==> config.mk <==
export PLATFORM = sky130hd
export DESIGN_NAME = game_step_ctrl
export DESIGN_NICKNAME = d
export VERILOG_FILES = /design/src/rtl/game_step_ctrl.sv
export SDC_FILE = /design/constraint.sdc
export NUM_CORES = 1
export LEC_CHECK = 0
export ABC_AREA = 1
export CORE_MARGIN = 2
export CORE_UTILIZATION = 45
export CTS_BUF_LIST = sky130_fd_sc_hd__clkbuf_2 sky130_fd_sc_hd__clkbuf_4 sky130_fd_sc_hd__clkbuf_8
export CTS_CLUSTER_DIAMETER = 40
export DETAILED_ROUTE_END_ITERATION = 12
export PLACE_DENSITY = 0.72
export SLEW_MARGIN = 20
export SYNTH_ARGS = -nofsm -noshare
export SYNTH_HDL_FRONTEND = slang
export SYNTH_SLANG_ARGS = --single-unit
==> constraint.sdc <==
create_clock -name clk -period 4.4 [get_ports clk]
set_clock_uncertainty 0.05 [all_clocks]
set_input_delay 0.88 -clock clk [delete_from_list [all_inputs] [get_ports clk]]
set_output_delay 0.88 -clock clk [all_outputs]
set_load 0.03 [all_outputs]
==> src/rtl/game_step_ctrl.sv <==
// Step controller for a snake-style game. A free-running tick counter paces
// the game; at each step the requested direction is latched (reversals are
// refused) and the datapath is asked to advance one cell. The controller
// then waits for the datapath to finish, bounded by a timeout.
//
// Handshake move_req/dp_ack: move_req is raised on the first MOVE clock and
// held high until a clock edge samples dp_ack=1. That edge completes the
// transfer, and move_req is low on the following clock. collide and ate are
// only looked at on that same edge. dp_ack, collide and ate are ignored in
// every other state.
module game_step_ctrl #(
  parameter int BASE_PERIOD = 16777216,
  parameter int CNT_W       = 25,
  parameter int ACK_TIMEOUT = 255
) (
  input  logic        clk,
  input  logic        rst,
  input  logic        start,
  input  logic        pause,
  input  logic [1:0]  speed,
  input  logic [1:0]  dir_in,
  input  logic        dp_ack,
  input  logic        collide,
  input  logic        ate,
  output logic [1:0]  dir_out,
  output logic        move_req,
  output logic        grow,
  output logic [15:0] step_cnt,
  output logic        game_over,
  output logic        ack_err,
  output logic [2:0]  state_dbg
);

  typedef enum logic [2:0] {
    S_IDLE  = 3'd0,
    S_WAIT  = 3'd1,
    S_LATCH = 3'd2,
    S_MOVE  = 3'd3,
    S_HALT  = 3'd4
  } state_t;

  localparam int ACK_W = $clog2(ACK_TIMEOUT + 1);
  // One extra bit so that BASE_PERIOD itself is representable even when the
  // counter only holds BASE_PERIOD-1.
  localparam logic [CNT_W:0] BASE_P = (CNT_W + 1)'(BASE_PERIOD);
  localparam logic [ACK_W-1:0] ACK_LAST = ACK_W'(ACK_TIMEOUT - 1);

  state_t           state;
  logic [CNT_W-1:0] tick_cnt;
  logic [ACK_W-1:0] ack_cnt;

  logic [CNT_W:0]   period;
  logic [CNT_W:0]   period_m1;
  logic             count_done;
  logic             reversal;
  logic             ack_last;

  assign state_dbg = state;

  // Step period follows speed every clock, so a speed-up mid-count can end
  // the current count early (>= rather than == in the compare).
  always_comb begin
    period     = BASE_P >> speed;
    period_m1  = period - {{CNT_W{1'b0}}, 1'b1};
    count_done = ({1'b0, tick_cnt} >= period_m1);
    reversal   = (dir_in == (dir_out ^ 2'b10));
    ack_last   = (ack_cnt == ACK_LAST);
  end

  // Main controller: state, counters and all registered outputs.
  always_ff @(posedge clk or negedge rst) begin
    if (!rst) begin
      state     <= S_IDLE;
      tick_cnt  <= '0;
      ack_cnt   <= '0;
      dir_out   <= 2'b01;
      move_req  <= 1'b0;
      grow      <= 1'b0;
      step_cnt  <= 16'd0;
      game_over <= 1'b0;
      ack_err   <= 1'b0;
    end else begin
      // grow is a single-clock pulse unless re-asserted below.
      grow <= 1'b0;
      case (state)
        S_IDLE: begin
          if (start) begin
            tick_cnt  <= '0;
            ack_cnt   <= '0;
            step_cnt  <= 16'd0;
            dir_out   <= 2'b01;
            game_over <= 1'b0;
            ack_err   <= 1'b0;
            state     <= S_WAIT;
          end
        end

        S_WAIT: begin
          if (!pause) begin
            if (count_done) begin
              tick_cnt <= '0;
              state    <= S_LATCH;
            end else begin
              tick_cnt <= tick_cnt + CNT_W'(1);
            end
          end
        end

        S_LATCH: begin
          // Turning straight back onto the body is refused; keep heading.
          if (!reversal) begin
            dir_out <= dir_in;
          end
          ack_cnt  <= '0;
          move_req <= 1'b1;
          state    <= S_MOVE;
        end

        S_MOVE: begin
          if (dp_ack) begin
            move_req <= 1'b0;
            ack_cnt  <= '0;
            if (collide) begin
              // A fatal move does not count and never grows the snake.
              game_over <= 1'b1;
              state     <= S_HALT;
            end else begin
              if (step_cnt != 16'hFFFF) begin
                step_cnt <= step_cnt + 16'd1;
              end
              grow     <= ate;
              tick_cnt <= '0;
              state    <= S_WAIT;
            end
          end else if (ack_last) begin
            // Datapath never answered: give up and flag it.
            move_req  <= 1'b0;
            game_over <= 1'b1;
            ack_err   <= 1'b1;
            state     <= S_HALT;
          end else begin
            ack_cnt <= ack_cnt + ACK_W'(1);
          end
        end

        S_HALT: begin
          // Restart goes straight to WAIT with a fresh game.
          if (start) begin
            tick_cnt  <= '0;
            ack_cnt   <= '0;
            step_cnt  <= 16'd0;
            dir_out   <= 2'b01;
            game_over <= 1'b0;
            ack_err   <= 1'b0;
            state     <= S_WAIT;
          end
        end

        default: begin
          state <= S_IDLE;
        end
      endcase
    end
  end

endmodule

==> results.md, run 1 <==
* TNS Setup at 0 ns
* Crit end category: register
* Vias in the first global route at 3205
* Detail Placement HPWL at 5940 microns
* VDD IR max at 0.322 mV
* WP data arrival at 2.91 ns
* # IOs at 36
* Antenna Cells at 0
* TritonCTS Buffers at 9
* Number of max-cap violations at 0
* Pwr Density at 459 mW/mm^2
* Delay-heaviest family, CP: simple AND/OR/NAND/NOR gates
* Leak at 1.99 nW
* Fmax at 372 MHz
* Total Wirelength at 8240 microns
* Die width at 94.0 microns
* Setup Crit Path Kind: register to register
* R2R Setup Slk at 1.71 ns
* DR vias/cell at 5.15
* Startpoint class of the critical path: register
* Area leader, netlist: dfrtp_1
* Die area at 0.00883 sq mm
* Layout net count at 566
* Most frequent CP cell: nand2_1
* WHS Path Cells at 2
* CP peak stage delay at 0.56 ns
* Seq cells post-synth at 58
* Die Ht at 94.0 microns
* Crit path buffers/inverters at 2
* Initial DRC Count at 168
* Synth unique cells at 33
* CTS H-Tree Depth at 3
* WL/cell at 12.6 microns
* Core area at 0.00777 sq mm
* Critical-path cell list: nor2_2 -> inv_2 -> nand2_1 -> nand2_1 -> nor2_4 -> inv_1 -> o21ai_1 -> nand2_1 -> nor2_1
* Ys flop type: dfrtp_1
* Hold buffers post-CTS at 0
* Number of I/O port buffers at 35
* Seq/Total Area, Yosys at 39.9%
* Clock Tree Buf Depth at 2
* Final min period at 2.69 ns
* Max-slew violations at 0
* Initial antenna violation count at 0
* Post-CTS Setup Bufs at 0
* Worst setup slack after layout at 1.71 ns
* Post-CTS sizing at 0
* RSZ-0062 raised after global routing: no
* GRT overflow at 0
* Syn nets at 527
* R2R depth at 9
* Routed Antenna Nets at 0
* Share of layout cells above drive strength 1 at 8.33%
* WHS Endpoint: ack_cnt[7]$_DFFE_PN0P_
* CP max stage cell: nor2_4
* RD Place Congestion at 0.979
* Dpl ws at 1.37 ns
* Largest net degree at the start of global routing at 34
* Slew margin rel. at 53.9%
* CTS tree: done
* Starting Density at 46.9%
* Count of flip-flops with a built-in enable after synthesis at 0
* Worst flop-to-flop path startpoint: state_dbg[0]$_DFFE_PN0P_
* Area grow syn2layout at 17.1%
* Root buf cell: clkbuf_8
* Syn. warnings at 0
* Standard-cell rows at 32
* Slew @ Worst Pin at 0.689 ns
* Drt pass-1 iters at 5
* Hold path start: ack_cnt[7]$_DFFE_PN0P_
* Via count at 3369
* Crit path max fanout at 33
* GRT Overall Usage at 20.8%
* Clock Sinks at 58
* Mapped Area at 0.00364 sq mm
* Final worst path period share at 61.1%
* Worst skew pair latency at 0.34 ns
* Synth top area cells: dfrtp_1 (39%), nand2_1 (15%), nor2_1 (6.9%), nand3_1 (6.3%), inv_1 (6.1%)
* R2r endpoint: tick_cnt[3]$_DFFE_PN0P_
* Final hold vios at 0
* Drc violations at 0
* Cells after Synth at 509
* Setup violators final at 0
* Yosys top cell area share at 39.1%
* Avg Inst Size Synth at 7.16 sq um
* Critical Path RT at 4.62 ns
* CTS clk-pin slew, worst paths at 0.07 ns
* Hold Path Class: register to register
* Status: complete, no violations
* Async SR Flop Fraction at 100%
* Fill cell count at 751
* First-pass GRT wire length at 14700 microns
[worst min-delay path: cells and delay by family (launching register included)]
family                 cells  cell delay, ns
AO/OA/AOI/OAI              1            0.07
buffers and inverters      1            0.04
flip-flops                 1            0.34
[sequential cells by signal (all words and copies together) (netlist names)]
signal and cells:
tick_cnt 25, step_cnt 16, ack_cnt 8, state_dbg 3
dir_out 2, ack_err 1, game_over 1, grow 1
move_req 1
[cell usage in the layout, fill, tap and decap left out, types with 3 or more instances in the layout]
cell type and count:
a21oi_1 12, clkbuf_8 12, clkdlybuf4s50_1 34, dfrtp_1 57, ha_1 7, inv_1 59, inv_2 3, nand2_1 141
nand2_2 5, nand3_1 46, nand3b_1 3, nand4_1 16, nor2_1 67, nor2_2 4, nor2_4 3, nor3_1 13
o21ai_0 18, o21ai_1 5, o21ai_2 9, xor2_1 18
[final cells by class]
type / count / area [sq um] / area share [%]
clock buffers: 13 / 173 / 4.05
repair buffers: 36 / 353 / 8.27
well taps: 102 / 128 / 2.99
flip-flops and latches: 58 / 1450 / 34.0
inverters: 64 / 245 / 5.75
clock inverters: 2 / 35.0 / 0.821
multi-input cells: 379 / 1880 / 44.1
[worst max path at each step]
stage | from | end | slack, ns | cells after the start
after global placement | speed[1] | tick_cnt[14]$_DFFE_PN0P_ | 1.46 | 12
after floorplan | speed[0] | tick_cnt[14]$_DFFE_PN0P_ | 2.02 | 12
final | state_dbg[0]$_DFFE_PN0P_ | tick_cnt[3]$_DFFE_PN0P_ | 1.71 | 9
after detailed placement | speed[1] | tick_cnt[9]$_DFFE_PN0P_ | 1.37 | 12
after global routing | state_dbg[0]$_DFFE_PN0P_ | tick_cnt[3]$_DFFE_PN0P_ | 1.31 | 9
after CTS | state_dbg[0]$_DFFE_PN0P_ | tick_cnt[3]$_DFFE_PN0P_ | 1.66 | 9
[cells in the mapped netlist, types with 7 or more instances]
cell and instances:
nand2_1 141, nor2_1 67, nand4_1 16, o21ai_0 18, xor2_1 18, ha_1 7
o21ai_2 9, dfrtp_1 57, inv_1 59, nand3_1 46, a21oi_1 12, nor3_1 13
[kinds of logic (layout without fill, tap and decap cells)]
family	count (synthesis)	in the layout	share of synthesized area [%]
AOI/OAI and AO/OA	52	52	8.59
buffers and inverters	72	115	8.52
and+or+nand+nor	301	301	36.1
xor gates and xnor gates	19	19	4.57
DFF	58	58	39.9
adders and majority gates	7	7	2.40
[routing by layer]
metal	vias to the layer above	track usage [%]	routed length (microns)
li1	1714	-	-
met1	1556	28.8	4070
met2	87	33.1	3740
met3	12	5.14	347
met4	0	4.35	85
met5	-	0	0
[power by group]
| part | internal, mW | leakage (nW) | switching, mW |
|---|---|---|---|
| Sequential | 0.593 | 0.791 | 0.0594 |
| Clock | 0.310 | 0.109 | 0.214 |
| Combinational | 0.222 | 1.09 | 0.559 |
| Total | 1.13 | 1.99 | 0.832 |
[per-stage QoR]
step / utilization (%) / instances / hold slack [ns] / power (mW) / cell area [sq um]
3_5_place_dp: 52.3 / 639 / 0.421 / 1.44 / 4060
2_1_floorplan: - / 509 / 0.402 / 1.28 / 3640
5_1_grt: 54.9 / 654 / 0.474 / 2.10 / 4270
3_3_place_gp: 52.3 / 639 / 0.421 / 1.43 / 4060
6_report: 54.9 / 654 / 0.433 / 1.96 / 4270
4_1_cts: 54.9 / 654 / 0.440 / 1.98 / 4270
Power figures use the tool's default switching activity.
==> run 2: changes to the inputs <==
--- a/config.mk
+++ b/config.mk
@@ -11,7 +11,7 @@
 export CTS_BUF_LIST = sky130_fd_sc_hd__clkbuf_2 sky130_fd_sc_hd__clkbuf_4 sky130_fd_sc_hd__clkbuf_8
 export CTS_CLUSTER_DIAMETER = 40
 export DETAILED_ROUTE_END_ITERATION = 12
-export PLACE_DENSITY = 0.72
+export PLACE_DENSITY = 0.75
 export SLEW_MARGIN = 20
 export SYNTH_ARGS = -nofsm -noshare
 export SYNTH_HDL_FRONTEND = slang
==> constraint.sdc (replaced) <==
create_clock -name clk -period 2.3 [get_ports clk]
set_clock_uncertainty 0.05 [all_clocks]
set_input_delay 0.46 -clock clk [delete_from_list [all_inputs] [get_ports clk]]
set_output_delay 0.46 -clock clk [all_outputs]
set_load 0.03 [all_outputs]
==> run 2 against run 1 <==
Effect of this change:
- count of clock-buffer cells in the layout is 1 lower
- sequential power up 91%
- flip-flop and latch count unchanged
- global-route usage shrank 0.28 points
- cell count is 1.1% higher
- first-iteration DRC count is 36% lower
- clock power up 80%
- hold slack got worse by 0.37 ns
- die area unchanged
- largest cell class unchanged
- critical path depth grew 1
==> results.md, run 2 (same netlist as run 1, synthesis figures left out) <==
* Via count at 3332
* Die area at 0.00883 sq mm
* Drt pass-1 iters at 4
* Total Wirelength at 8120 microns
* Max-slew violations at 0
* Crit path max fanout at 17
* Final worst path period share at 94.9%
* Most common cell after layout, fill and taps aside: nand2_1
* Post-CTS Setup Bufs at 0
* Standard-cell rows at 32
* Core area at 0.00777 sq mm
* Number of I/O port buffers at 35
* Antenna Cells at 0
* Die Ht at 94.0 microns
* Critical Path RT at 2.52 ns
* Fin area at 0.00433 sq mm
* TritonCTS Buffers at 9
* Initial DRC Count at 107
* Worst skew pair latency at 0.34 ns
* TNS Setup at 0 ns
* WL/cell at 12.3 microns
* Critical-path cell list: clkdlybuf4s50_1 -> or2_2 -> ha_1 -> nand2_1 -> nor2_1 -> a21oi_1 -> nand2_2 -> o21ai_2 -> inv_4 -> nor2_1
* Clock power share at 24.7%
* CTS clk-pin slew, worst paths at 0.07 ns
* Crit path buffers/inverters at 2
* Number of max-cap violations at 0
* GRT met2 Usage at 31.8%
* Setup violators final at 0
* Area after DPL at 0.00414 sq mm
* Root buf cell: clkbuf_8
* DR vias/cell at 5.04
* WHS at 0.0589 ns
* R2r endpoint: tick_cnt[9]$_DFFE_PN0P_
* GRT Overall Usage at 20.5%
* Share of layout cells above drive strength 1 at 9.84%
* Crit end category: register
* Pwr Density at 883 mW/mm^2
* Setup Crit Path Kind: primary input to register
* Leak at 2.03 nW
* Multi-input gate area at 0.00189 sq mm
* Comb power frac at 42.7%
* WP data arrival at 2.40 ns
* Largest Register: tick_cnt
* Post-CTS sizing at 0
* Top Usage Layer GRT: met2
* Status: complete, no violations
* CP peak stage delay at 0.43 ns
* Routed Antenna Nets at 0
* RD Place Congestion at 0.896
* R2R depth at 10
* Register Area at 0.00145 sq mm
* Die width at 94.0 microns
* Detail Placement HPWL at 5970 microns
* Flop pwr share at 32.6%
* Hold buffers post-CTS at 0
* Startpoint class of the critical path: primary input
* Slew margin rel. at 69.3%
* Max FFs per register at 25
* Global-route met3 utilization at 4.25%
* Switching Fraction at 41.9%
* GR Layer Usage met1 at 28.7%
* Area grow syn2layout at 19.0%
* Layout net count at 573
* Fmax at 458 MHz
* Psw at 1.60 mW
* Initial antenna violation count at 0
* Worst flop-to-flop path startpoint: tick_cnt[0]$_DFFE_PN0P_
* Delay-heaviest family, CP: simple AND/OR/NAND/NOR gates
* Fill cell count at 746
* # IOs at 36
* CTS H-Tree Depth at 3
* Final hold vios at 0
* Largest net degree at the start of global routing at 59
* Clock Sinks at 58
* Final min period at 2.18 ns
* Internal power at 2.22 mW
* R2R Setup Slk at 0.40 ns
* Clock Tree Buf Depth at 2
* Most frequent CP cell: nor2_1
* Pwr Total at 3.83 mW
* First-pass GRT wire length at 14400 microns
* CP max stage cell: clkdlybuf4s50_1
* Vias in the first global route at 3263
* Slew @ Worst Pin at 0.458 ns
* Biggest regs: tick_cnt x25, step_cnt x16, ack_cnt x8
* Util after Layout at 55.8%
* Hold Path Class: primary input to asynchronous set/reset pin
* GRT overflow at 0
* VDD IR max at 0.762 mV
* Commonest non-fill, non-tap cells in the layout: nand2_1 (139), nor2_1 (67), inv_1 (59)
* CTS tree: done
* RSZ-0062 raised after global routing: yes
* Starting Density at 46.9%
* Drc violations at 0
run 2: cell count changes in the layout (fill, tap and decap cells not counted), sizes merged:
cell | previous run | this run
buf | 2 | 9
clkbuf | 13 | 12
clkinv | 1 | 2
run 2: metal layers:
layer,routed length (microns),part of all wire [%],vias up
met5,0,0,-
met1,3950,49,1518
met4,116,1.4,0
met3,319,3.9,15
met2,3730,46,70
li1,-,-,1729
run 2: final cells by class:
class	count	area share [%]
Sequential cell	58	33.5
Clock buffer	12	3.52
Inverter	64	5.66
Clock inverter	3	0.924
Timing Repair Buffer	43	9.93
Tap cell	102	2.94
Multi-Input combinational cell	379	43.5
run 2: worst max-delay path by stage:
stage               startpoint                       end  slack (ns)  cells past startpoint
global route          speed[0]   tick_cnt[9]$_DFFE_PN0P_       -0.01                     10
CTS                   speed[0]  state_dbg[2]$_DFFE_PN0P_        0.10                     14
global placement      speed[0]  state_dbg[2]$_DFFE_PN0P_       -0.18                     14
finish                speed[0]   tick_cnt[9]$_DFFE_PN0P_        0.12                     10
floorplan             speed[0]  tick_cnt[14]$_DFFE_PN0P_        0.34                     12
detailed placement    speed[0]  state_dbg[0]$_DFFE_PN0P_       -0.25                     14
run 2: power groups by stage:
stage / logic [mW] / clock network, mW / registers [mW]
after detailed placement: 1.65 / 0 / 1.27
after global placement: 1.63 / 0 / 1.27
after CTS: 1.64 / 0.964 / 1.25
after floorplan: 1.05 / 0 / 1.40
final: 1.63 / 0.945 / 1.25
after global routing: 1.84 / 1.01 / 1.27
run 2: per-stage QoR:
step	cells	setup slack (ns)
after global placement	646	-0.179
after CTS	661	0.101
final	661	0.118
after floorplan	509	0.336
after detailed placement	646	-0.255
after global routing	661	-0.0141
